<file path="src/rtl/keypad_pkg.sv">
// keypad_pkg: shared state type, index-width helper and 12 MHz timing defaults for the key matrix scanner
package keypad_pkg;
    typedef enum logic {DRIVE, EVAL} scan_state_t;
    localparam int CLK_HZ = 12_000_000;
    localparam int DEF_SETTLE_CYCLES = CLK_HZ / 1000;
    localparam int DEF_DEBOUNCE_SCANS = 8;
    function automatic int key_w(input int n);
        return n > 1 ? $clog2(n) : 1;
    endfunction
endpackage

</file>
<file path="src/rtl/keypad_scan_ctrl_if.sv">
// keypad_scan_ctrl_if: matrix pins plus debounced key outputs; master is the scanner, slave the consumer
interface keypad_scan_ctrl_if import keypad_pkg::*; #(
    parameter int NUM_COLS = 2,
    parameter int NUM_ROWS = 2
);
    localparam int NK = NUM_COLS * NUM_ROWS;
    logic [NUM_ROWS-1:0] row_in;
    logic [NUM_COLS-1:0] col_out;
    logic [NK-1:0] key_map;
    logic key_valid;
    logic [key_w(NK)-1:0] key_code;
    logic key_multi;
    modport master (input row_in, output col_out, key_map, key_valid, key_code, key_multi);
    modport slave (output row_in, input col_out, key_map, key_valid, key_code, key_multi);
endinterface

</file>
<file path="src/rtl/keypad_debounce.sv">
// keypad_debounce: frame-level debounce of the raw key bitmap with new-press detection
module keypad_debounce import keypad_pkg::*; #(
    parameter int NK = 4,
    parameter int DEBOUNCE_SCANS = 8
) (
    input  logic CLK,
    input  logic RST,
    input  logic frame_done,
    input  logic [NK-1:0] raw,
    output logic [NK-1:0] key_map,
    output logic key_valid,
    output logic [key_w(NK)-1:0] key_code,
    output logic key_multi
);
    localparam int KW = key_w(NK);
    localparam int SW = $clog2(DEBOUNCE_SCANS + 1);
    logic [NK-1:0] prev_raw, fresh;
    logic [SW-1:0] stable, stable_nx;
    logic [KW-1:0] low;
    always_comb begin
        stable_nx = raw == prev_raw ? (stable == SW'(DEBOUNCE_SCANS) ? stable : stable + SW'(1)) : SW'(1);
        fresh = raw & ~key_map;
        low = '0;
        for (int i = NK - 1; i >= 0; i--) if (fresh[i]) low = KW'(i);
    end
    always_ff @(posedge CLK) begin
        if (RST) begin
            prev_raw <= '0;
            stable <= '0;
            key_map <= '0;
            key_valid <= 1'b0;
            key_code <= '0;
            key_multi <= 1'b0;
        end else begin
            key_valid <= 1'b0;
            if (frame_done) begin
                prev_raw <= raw;
                stable <= stable_nx;
                if (stable_nx == SW'(DEBOUNCE_SCANS)) begin
                    key_map <= raw;
                    // clearing the lowest set bit leaves something only if two or more keys are new
                    if (|fresh) begin
                        key_valid <= 1'b1;
                        key_code <= low;
                        key_multi <= |(fresh & (fresh - NK'(1)));
                    end
                end
            end
        end
    end
endmodule

</file>
<file path="src/rtl/keypad_scan_ctrl.sv">
// keypad_scan_ctrl: column sequencer, row synchronizer and frame assembly feeding the debouncer
module keypad_scan_ctrl import keypad_pkg::*; #(
    parameter int NUM_COLS = 2,
    parameter int NUM_ROWS = 2,
    parameter int SETTLE_CYCLES = DEF_SETTLE_CYCLES,
    parameter int DEBOUNCE_SCANS = DEF_DEBOUNCE_SCANS
) (
    input logic CLK,
    input logic RST,
    keypad_scan_ctrl_if.master bus
);
    localparam int NK = NUM_COLS * NUM_ROWS;
    localparam int CW = key_w(NUM_COLS);
    localparam int TW = $clog2(SETTLE_CYCLES);
    scan_state_t state;
    logic [NUM_ROWS-1:0] sync1, sync2;
    logic [CW-1:0] col;
    logic [TW-1:0] cnt;
    logic [NK-1:0] raw;
    always_ff @(posedge CLK) begin
        if (RST) begin
            state <= DRIVE;
            sync1 <= '0;
            sync2 <= '0;
            col <= '0;
            cnt <= '0;
            raw <= '0;
            bus.col_out <= NUM_COLS'(1);
        end else begin
            sync1 <= bus.row_in;
            sync2 <= sync1;
            if (state == DRIVE) begin
                // sample and column advance share the last settle cycle, keeping the frame at NUM_COLS*SETTLE_CYCLES+1
                if (cnt == TW'(SETTLE_CYCLES - 1)) begin
                    raw[int'(col) * NUM_ROWS +: NUM_ROWS] <= sync2;
                    cnt <= '0;
                    if (col == CW'(NUM_COLS - 1)) state <= EVAL;
                    else begin
                        col <= col + CW'(1);
                        bus.col_out <= bus.col_out << 1;
                    end
                end else cnt <= cnt + TW'(1);
            end else begin
                state <= DRIVE;
                col <= '0;
                bus.col_out <= NUM_COLS'(1);
            end
        end
    end
    keypad_debounce #(.NK(NK), .DEBOUNCE_SCANS(DEBOUNCE_SCANS)) u_debounce (
        .CLK(CLK),
        .RST(RST),
        .frame_done(state == EVAL),
        .raw(raw),
        .key_map(bus.key_map),
        .key_valid(bus.key_valid),
        .key_code(bus.key_code),
        .key_multi(bus.key_multi)
    );
endmodule
</file>
<file path="src/flat_wrapper.sv">
// flat-port wrapper written by rule: the top's interface ports become plain ports
module keypad_scan_ctrl_flat import keypad_pkg::*;
#(
    parameter int NUM_COLS = 2,
    parameter int NUM_ROWS = 2,
    parameter int SETTLE_CYCLES = DEF_SETTLE_CYCLES,
    parameter int DEBOUNCE_SCANS = DEF_DEBOUNCE_SCANS
)
  (CLK, RST, bus_row_in, bus_col_out, bus_key_map, bus_key_valid, bus_key_code, bus_key_multi);
  keypad_scan_ctrl_if #(.NUM_COLS(NUM_COLS), .NUM_ROWS(NUM_ROWS)) bus_i ();
  input logic CLK;
  input logic RST;
  input wire logic [$bits(bus_i.row_in)-1:0] bus_row_in;
  output wire logic [$bits(bus_i.col_out)-1:0] bus_col_out;
  output wire logic [$bits(bus_i.key_map)-1:0] bus_key_map;
  output wire logic [$bits(bus_i.key_valid)-1:0] bus_key_valid;
  output wire logic [$bits(bus_i.key_code)-1:0] bus_key_code;
  output wire logic [$bits(bus_i.key_multi)-1:0] bus_key_multi;
  assign bus_i.row_in = bus_row_in;
  assign bus_col_out = bus_i.col_out;
  assign bus_key_map = bus_i.key_map;
  assign bus_key_valid = bus_i.key_valid;
  assign bus_key_code = bus_i.key_code;
  assign bus_key_multi = bus_i.key_multi;
  keypad_scan_ctrl #(.NUM_COLS(NUM_COLS), .NUM_ROWS(NUM_ROWS), .SETTLE_CYCLES(SETTLE_CYCLES), .DEBOUNCE_SCANS(DEBOUNCE_SCANS)) u_core (.CLK(CLK), .RST(RST), .bus(bus_i));
endmodule
</file>
<file path="config.mk">
export PLATFORM = sky130hd
export DESIGN_NAME = keypad_scan_ctrl_flat
export DESIGN_NICKNAME = d
export VERILOG_FILES = /design/src/rtl/keypad_pkg.sv /design/src/rtl/keypad_scan_ctrl_if.sv /design/src/rtl/keypad_debounce.sv /design/src/rtl/keypad_scan_ctrl.sv /design/src/flat_wrapper.sv
export SDC_FILE = /design/constraint.sdc
export NUM_CORES = 1
export LEC_CHECK = 0
export BUFFER_PORTS_ARGS = -buffer_cell sky130_fd_sc_hd__buf_2
export CAP_MARGIN = 5
export CORE_MARGIN = 3
export CORE_UTILIZATION = 45
export CTS_CLUSTER_DIAMETER = 150
export DETAILED_ROUTE_END_ITERATION = 7
export GPL_TIMING_DRIVEN = 0
export HOLD_SLACK_MARGIN = 0.06
export SYNTH_ARGS = -nofsm -noshare
export SYNTH_HDL_FRONTEND = slang
export SYNTH_SLANG_ARGS = --single-unit
</file>
<file path="constraint.sdc">
create_clock -name CLK -period 2.26 [get_ports CLK]
set_clock_uncertainty 0.15 [all_clocks]
set_input_delay 0.339 -clock CLK [delete_from_list [all_inputs] [get_ports CLK]]
set_output_delay 0.339 -clock CLK [all_outputs]
set_load 0.01 [all_outputs]
</file>
### Yosys cells after proc, flatten, opt, wreduce, memory -nomap -nowiden

Cells that the tools add are included.
Widths: inputs -> output; s select.

| cells by class | value |
|---|---|
| add/sub/neg operators | 5 |
| equal/unequal tests | 4 |
| shifts and indexed selects | 2 |
| multiplexer cells | 11 |
| bitwise logic cells | 7 |
| reduce and logical (&&, ||, !) cells | 9 |

Operator list:

| kind | number |
|---|---|
| $neg 2->33 | 1 |
| $shift 2x33->4 const A | 1 |
| $shiftx 2x33->4 | 1 |
| $add 14x1->14 const B | 1 |
| $eq 14x14->1 const B | 1 |
| $mux 14 | 1 |
| $and 4x4->4 | 2 |
| $eq 4x4->1 const B | 2 |
| $mux 2 | 4 |
| $mux 4 | 2 |
| $reduce_or 4->1 | 2 |
| $reduce_and 2->1 | 3 |
| $reduce_or 3->1 | 2 |
| $add 4x1->4 const B | 1 |
| $bwmux 4 | 1 |
| $eq 4x4->1 | 1 |
| $not 1->1 | 4 |
| $not 4->4 | 1 |
| $sub 4x1->4 const B | 1 |
| $mux 1 | 3 |
| $reduce_and 3->1 | 1 |
| $reduce_or 2->1 | 1 |
| $add 1x1->1 const B | 1 |

| word-level totals | value |
|---|---|
| register bits | 42 |
| word-level logic and storage cells | 51 |

### Logic depth before layout (Yosys ltp)

| logic depth | value |
|---|---|
| word-level depth | 6 |
| depth in mapped cells | 7 |

### Hierarchy

From an unflattened synthesis, not the netlist that was laid out.

| second synthesis, totals | value |
|---|---|
| cells, all modules | 206 |
| area, all modules | 1961.9 µm² |

Modules (own cells, without submodules):

| module | instances | cells each | area each (µm²) | seq. area each (µm²) |
|---|---|---|---|---|
| keypad_scan_ctrl | 1 | 114 | 1122.3 | 520.5 |
| keypad_debounce | 1 | 92 | 839.6 | 320.3 |

### Worst setup path before layout

Ideal clock, no wire load.

| timing path | value |
|---|---|
| path kind | reg2reg |
| start point | reg u_core.u_debounce.stable[0] |
| end point | reg u_core.u_debounce.key_map[0] |
| setup time | 0.128 ns |
| arrival time | 1.760 ns |
| slack | 0.223 ns |
| cell stages (with the launch flop) | 8 |
| buffers on the path | 0 |
| cells stage by stage | dfxtp_1 -> inv_1 -> ha_1 -> a211oi_1 -> o22ai_2 -> nor4_4 -> mux2i_1 -> nor2_1 |

| on the way | value |
|---|---|
| cells in the longest elaborated chain, start to end | 5 |
| elaborated cells on any way between the ends | 6 |

RTL lines:

| element | line | source |
|---|---|---|
| from (decl) | keypad_debounce.sv:18 | `logic [SW-1:0] stable, stable_nx;` |
| from (signal assigned) | keypad_debounce.sv:38 | `stable <= stable_nx;` |
| $add 4x1->4 / $eq 4x4->1 (equally long branches) | keypad_debounce.sv:21 | `stable_nx = raw == prev_raw ? (stable == SW'(DEBOUNCE_SCANS) ? stable : stable + SW'(1)) : SW'(1);` |
| $mux 4 * (2 in a row) | keypad_debounce.sv:21 |  |
| $eq 4x4->1 * | keypad_debounce.sv:39 | `if (stable_nx == SW'(DEBOUNCE_SCANS)) begin` |
| $reduce_and 2->1 (no source line) * | n/a |  |
| to (signal assigned) | keypad_debounce.sv:40 | `key_map <= raw;` |
| to (decl) | keypad_debounce.sv:10 | `output logic [NK-1:0] key_map,` |

Mark *: on every way between the ends. The rest lies on a longest branch, timed or not.
A chain may end at the register's enable or synchronous reset.

### Worst setup path in the final report

| timing path | value |
|---|---|
| start point | reg u_core.u_debounce.stable[0] |
| end point | reg u_core.u_debounce.key_map[1] |

Same word-level chain as after synthesis.

==> metrics.md <==
| Metric | Value |
|---|---|
| CP startpoint kind | `flop` |
| Max-cap violations | `0` |
| Met1 GRT Util | `0.1822` |
| Initial Util | `0.4912` |
| Routability-driven placement congestion ratio | `slightly below 0.8` |
| Global-route wire length before repair | `about 6300 um` |
| Via count | `roughly 1,400` |
| Pwr Total | `0.001282 W` |
| R2r startpoint | `u_core.u_debounce.stable[0]` |
| Top_reg_cell synth | `dfxtp_1` |
| HPWL Detailed | `between 2000 and 3000 um` |
| Ant diodes | `0` |
| Crit path required time | `2.28 ns` |
| Critical path's top delay family | `compound AO/OA/AOI/OAI gates` |
| Clock root buffer master | `clkbuf_8` |
| Tot GR Track Use | `0.1570` |
| Post-synth EDFFs | `0` |
| Syn Area/Cell | `around 9.6 um2` |
| Clk buf depth | `2` |
| Fmax | `471.9 MHz` |
| Worst setup EP type | `flop` |
| Worst-Skew Late Latency | `0.30 ns` |
| Cells after Synth | `about 200` |
| Vias in the first global route | `1,402` |
| Final setup violation count | `0` |
| Core Rows | `22` |
| Clock transition at path regs | `~0.080 ns` |
| RSZ-0062 raised after global routing | `false` |
| Least-Margin Pin Slew | `around 0.62 ns` |
| Post-CTS Hold Fix Bufs | `0` |
| Synth Area in Adders | `0.02512` |
| Crit path cell chain | `inv_1 > ha_1 > a211oi_2 > o22ai_2 > nor4_4 > buf_4 > mux2i_1 > nor2_1` |
| Final Cycle Share | `0.9376` |
| Area share of and/or/nand/nor cells after synthesis | `0.2604` |
| Area grow syn2layout | `12.23%` |
| Htree depth | `2` |
| Sum of negative setup slack | `0 ns` |
| Normalized max-slew margin | `0.5839` |
| Leakage power total | `0.8326 nW` |
| Hold Startpoint | `bus_row_in[1]` |
| Final Hold Vio Count | `0` |
| Met3 usage | `0.04545` |
| Max VDD drop | `~450 uV` |
| Fin nets | `about 230` |
| CP bufs+invs | `2` |
| Synth unique cells | `42` |
| Die Area | `about 0.005 mm2` |
| DRT Wirelength | `3588 um` |
| GR peak layer | `met2` |
| Die H | `70.86 um` |
| Remaining routing DRC violations | `0` |
| Pre-Repair DR Iteration Count | `5` |
| Worst setup path category | `flop to flop` |
| Async SR Flop Fraction | `0` |
| Final antenna-violating net count | `0` |
| Min Clock Period, post-route | `around 2.1 ns` |
| Die width | `70.86 um` |
| Compound-Gate Fraction of Synth Area | `0.07733` |
| Critical Path AT | `approximately 2.1 ns` |
| Core footprint | `0.003854 mm2` |
| Power Density | `between 600 and 700 mW/mm2` |
| Met2 Use GR | `0.2770` |
| Cell Area, Synth | `0.001893 mm2` |
| CP Max Fanout | `7` |
| Vias/cell | `5.258` |
| Post-Synth XOR/XNOR Area | `0.09055` |
| Placed instance count | `258` |
| Status | `complete, no violations` |
| Non-Filler Instances | `around 270` |
| Synthesis Warnings | `0` |
| Routed wire length per instance | `between 10 and 15 um` |
| Mux cell area share after synthesis | `0.07931` |
| IO Port Bufs | `13` |
| Hold Crit Class | `primary input to flop` |
| Share of cells above drive strength 1 | `0.1689` |
| Syn_nets | `204` |
| CP max-delay cell | `dfxtp_2` |
| Largest net degree at the start of global routing | `16` |
| GR Overflow Total | `0` |
| CTS buffer count | `5` |
| Fill count | `356` |
| Clk sinks | `between 40 and 50` |
| Register area share after synthesis | `0.4442` |
| Initial DRC Count | `between 40 and 50` |
| CP max stage delay | `about 0.37 ns` |
| Yosys reg bits | `between 40 and 50` |
| Antenna violations before repair | `0` |
| Fin. max-slew vios | `0` |
| Launch point of the worst path | `u_core.u_debounce.stable[0]` |
| # IOs | `14` |
| Largest family of logic cells by synthesized area | `simple AND/OR/NAND/NOR gates` |
| CTS tree | `yes` |
worst reg2reg max path: stages, from the launching register on:
cell      delay [ns]
dfxtp_2         0.37
inv_1           0.08
ha_1            0.24
a211oi_2        0.25
o22ai_2         0.15
nor4_4          0.28
buf_4           0.21
mux2i_1         0.20
nor2_1          0.05
per-layer routing:
layer  up-vias  routed length, um  part of all wire
met5         -                  0                 0
met4         0                 45             0.013
met3         5                128             0.036
met2        16               1803              0.50
met1       669               1610              0.45
li1        714                  -                 -
Yosys cell counts (3+ instances only):
library cell / n / area share
nand2b_1: 4 / 0.013
nand2_1: 13 / 0.026
nor3_1: 3 / 0.0079
xnor2_2: 3 / 0.026
inv_1: 5 / 0.0099
a211oi_1: 4 / 0.016
and3_1: 3 / 0.0099
xor2_1: 9 / 0.042
nand3_1: 6 / 0.016
or2b_1: 3 / 0.012
nor2_1: 36 / 0.071
dfxtp_1: 42 / 0.44
a21oi_1: 3 / 0.0079
xnor2_1: 5 / 0.023
mux2i_1: 15 / 0.079
clkbuf_1: 3 / 0.0059
ha_1: 3 / 0.020
nor2b_1: 7 / 0.023
final cells by class:
class	count	area, um2	area share
multi-input cells	144	1013	0.4770
flip-flops and latches	42	842.1	0.3963
repair buffers	14	72.57	0.03416
clock buffers	5	68.82	0.03239
well taps	48	60.06	0.02827
plain buffers	6	25.02	0.01178
clock inverters	3	23.77	0.01119
inverters	5	18.77	0.008834
report_power, final:
group          internal (W)  switching, W
clock network      0.000221      0.000274
registers          0.000747    0.00000548
logic             0.0000143     0.0000205
total              0.000982      0.000300
cell families (layout without fill, tap and decap cells):
kind of cell,after synthesis,in the layout
muxes,15,15
and+or+nand+nor,89,89
buffers and inverters,11,33
xor gates and xnor gates,17,17
AOI/OAI and AO/OA,19,19
adders and majority gates,4,4
DFF,42,42
state kept, by name (all words and copies together) (netlist names):
signal and flops:
u_core.bus.col_out 2, u_core.cnt 14, u_core.col 1, u_core.raw 4
u_core.state 1, u_core.sync1 2, u_core.sync2 2, u_core.u_debounce.key_code 2
u_core.u_debounce.key_map 4, u_core.u_debounce.key_multi 1, u_core.u_debounce.key_valid 1, u_core.u_debounce.prev_raw 4
u_core.u_debounce.stable 4
per-stage QoR:
stage          setup slack (ns)    util  hold WS, ns  cell area [um2]
2_1_floorplan            0.2226       -       0.2638             1893
3_3_place_gp            0.05007  0.5237       0.2673             2018
3_5_place_dp           -0.05383  0.5237       0.2919             2018
4_1_cts                0.008895  0.5497      0.08653             2118
5_1_grt                 0.06493  0.5513       0.1191             2125
6_report                 0.1411  0.5513      0.09498             2125
repair_timing:
action | CTS | global route
pin swaps | 1 | 0
hold endpoints to repair | 0 | 0
gates resized for setup | 0 | 2
setup buffers | 1 | 0
endpoints found under the setup margin | 5 | 5
worst paths after layout:
check | endpoint | slack [ns] | depth (start not counted)
worst max-delay path | u_core.u_debounce.key_map[1] | 0.14 | 8
worst min-delay path | u_core.sync1[1] | 0.09 | 2
worst max register to register | u_core.u_debounce.key_map[1] | 0.14 | 8
worst min register to register | u_core.sync2[0] | 0.30 | 1
cells in the final DEF (no fill, tap or decap), types with 4 or more instances in the layout:
master / synthesis / routed
dfxtp_1: 42 / 41
nor2_1: 36 / 36
buf_2: 2 / 15
mux2i_1: 15 / 15
nand2_1: 13 / 13
xor2_1: 9 / 9
nor2b_1: 7 / 7
nand3_1: 6 / 6
inv_1: 5 / 5
xnor2_1: 5 / 5
clkbuf_8: 0 / 5
nand2b_1: 4 / 4
Note: power is estimated with default switching activity, not from simulation.
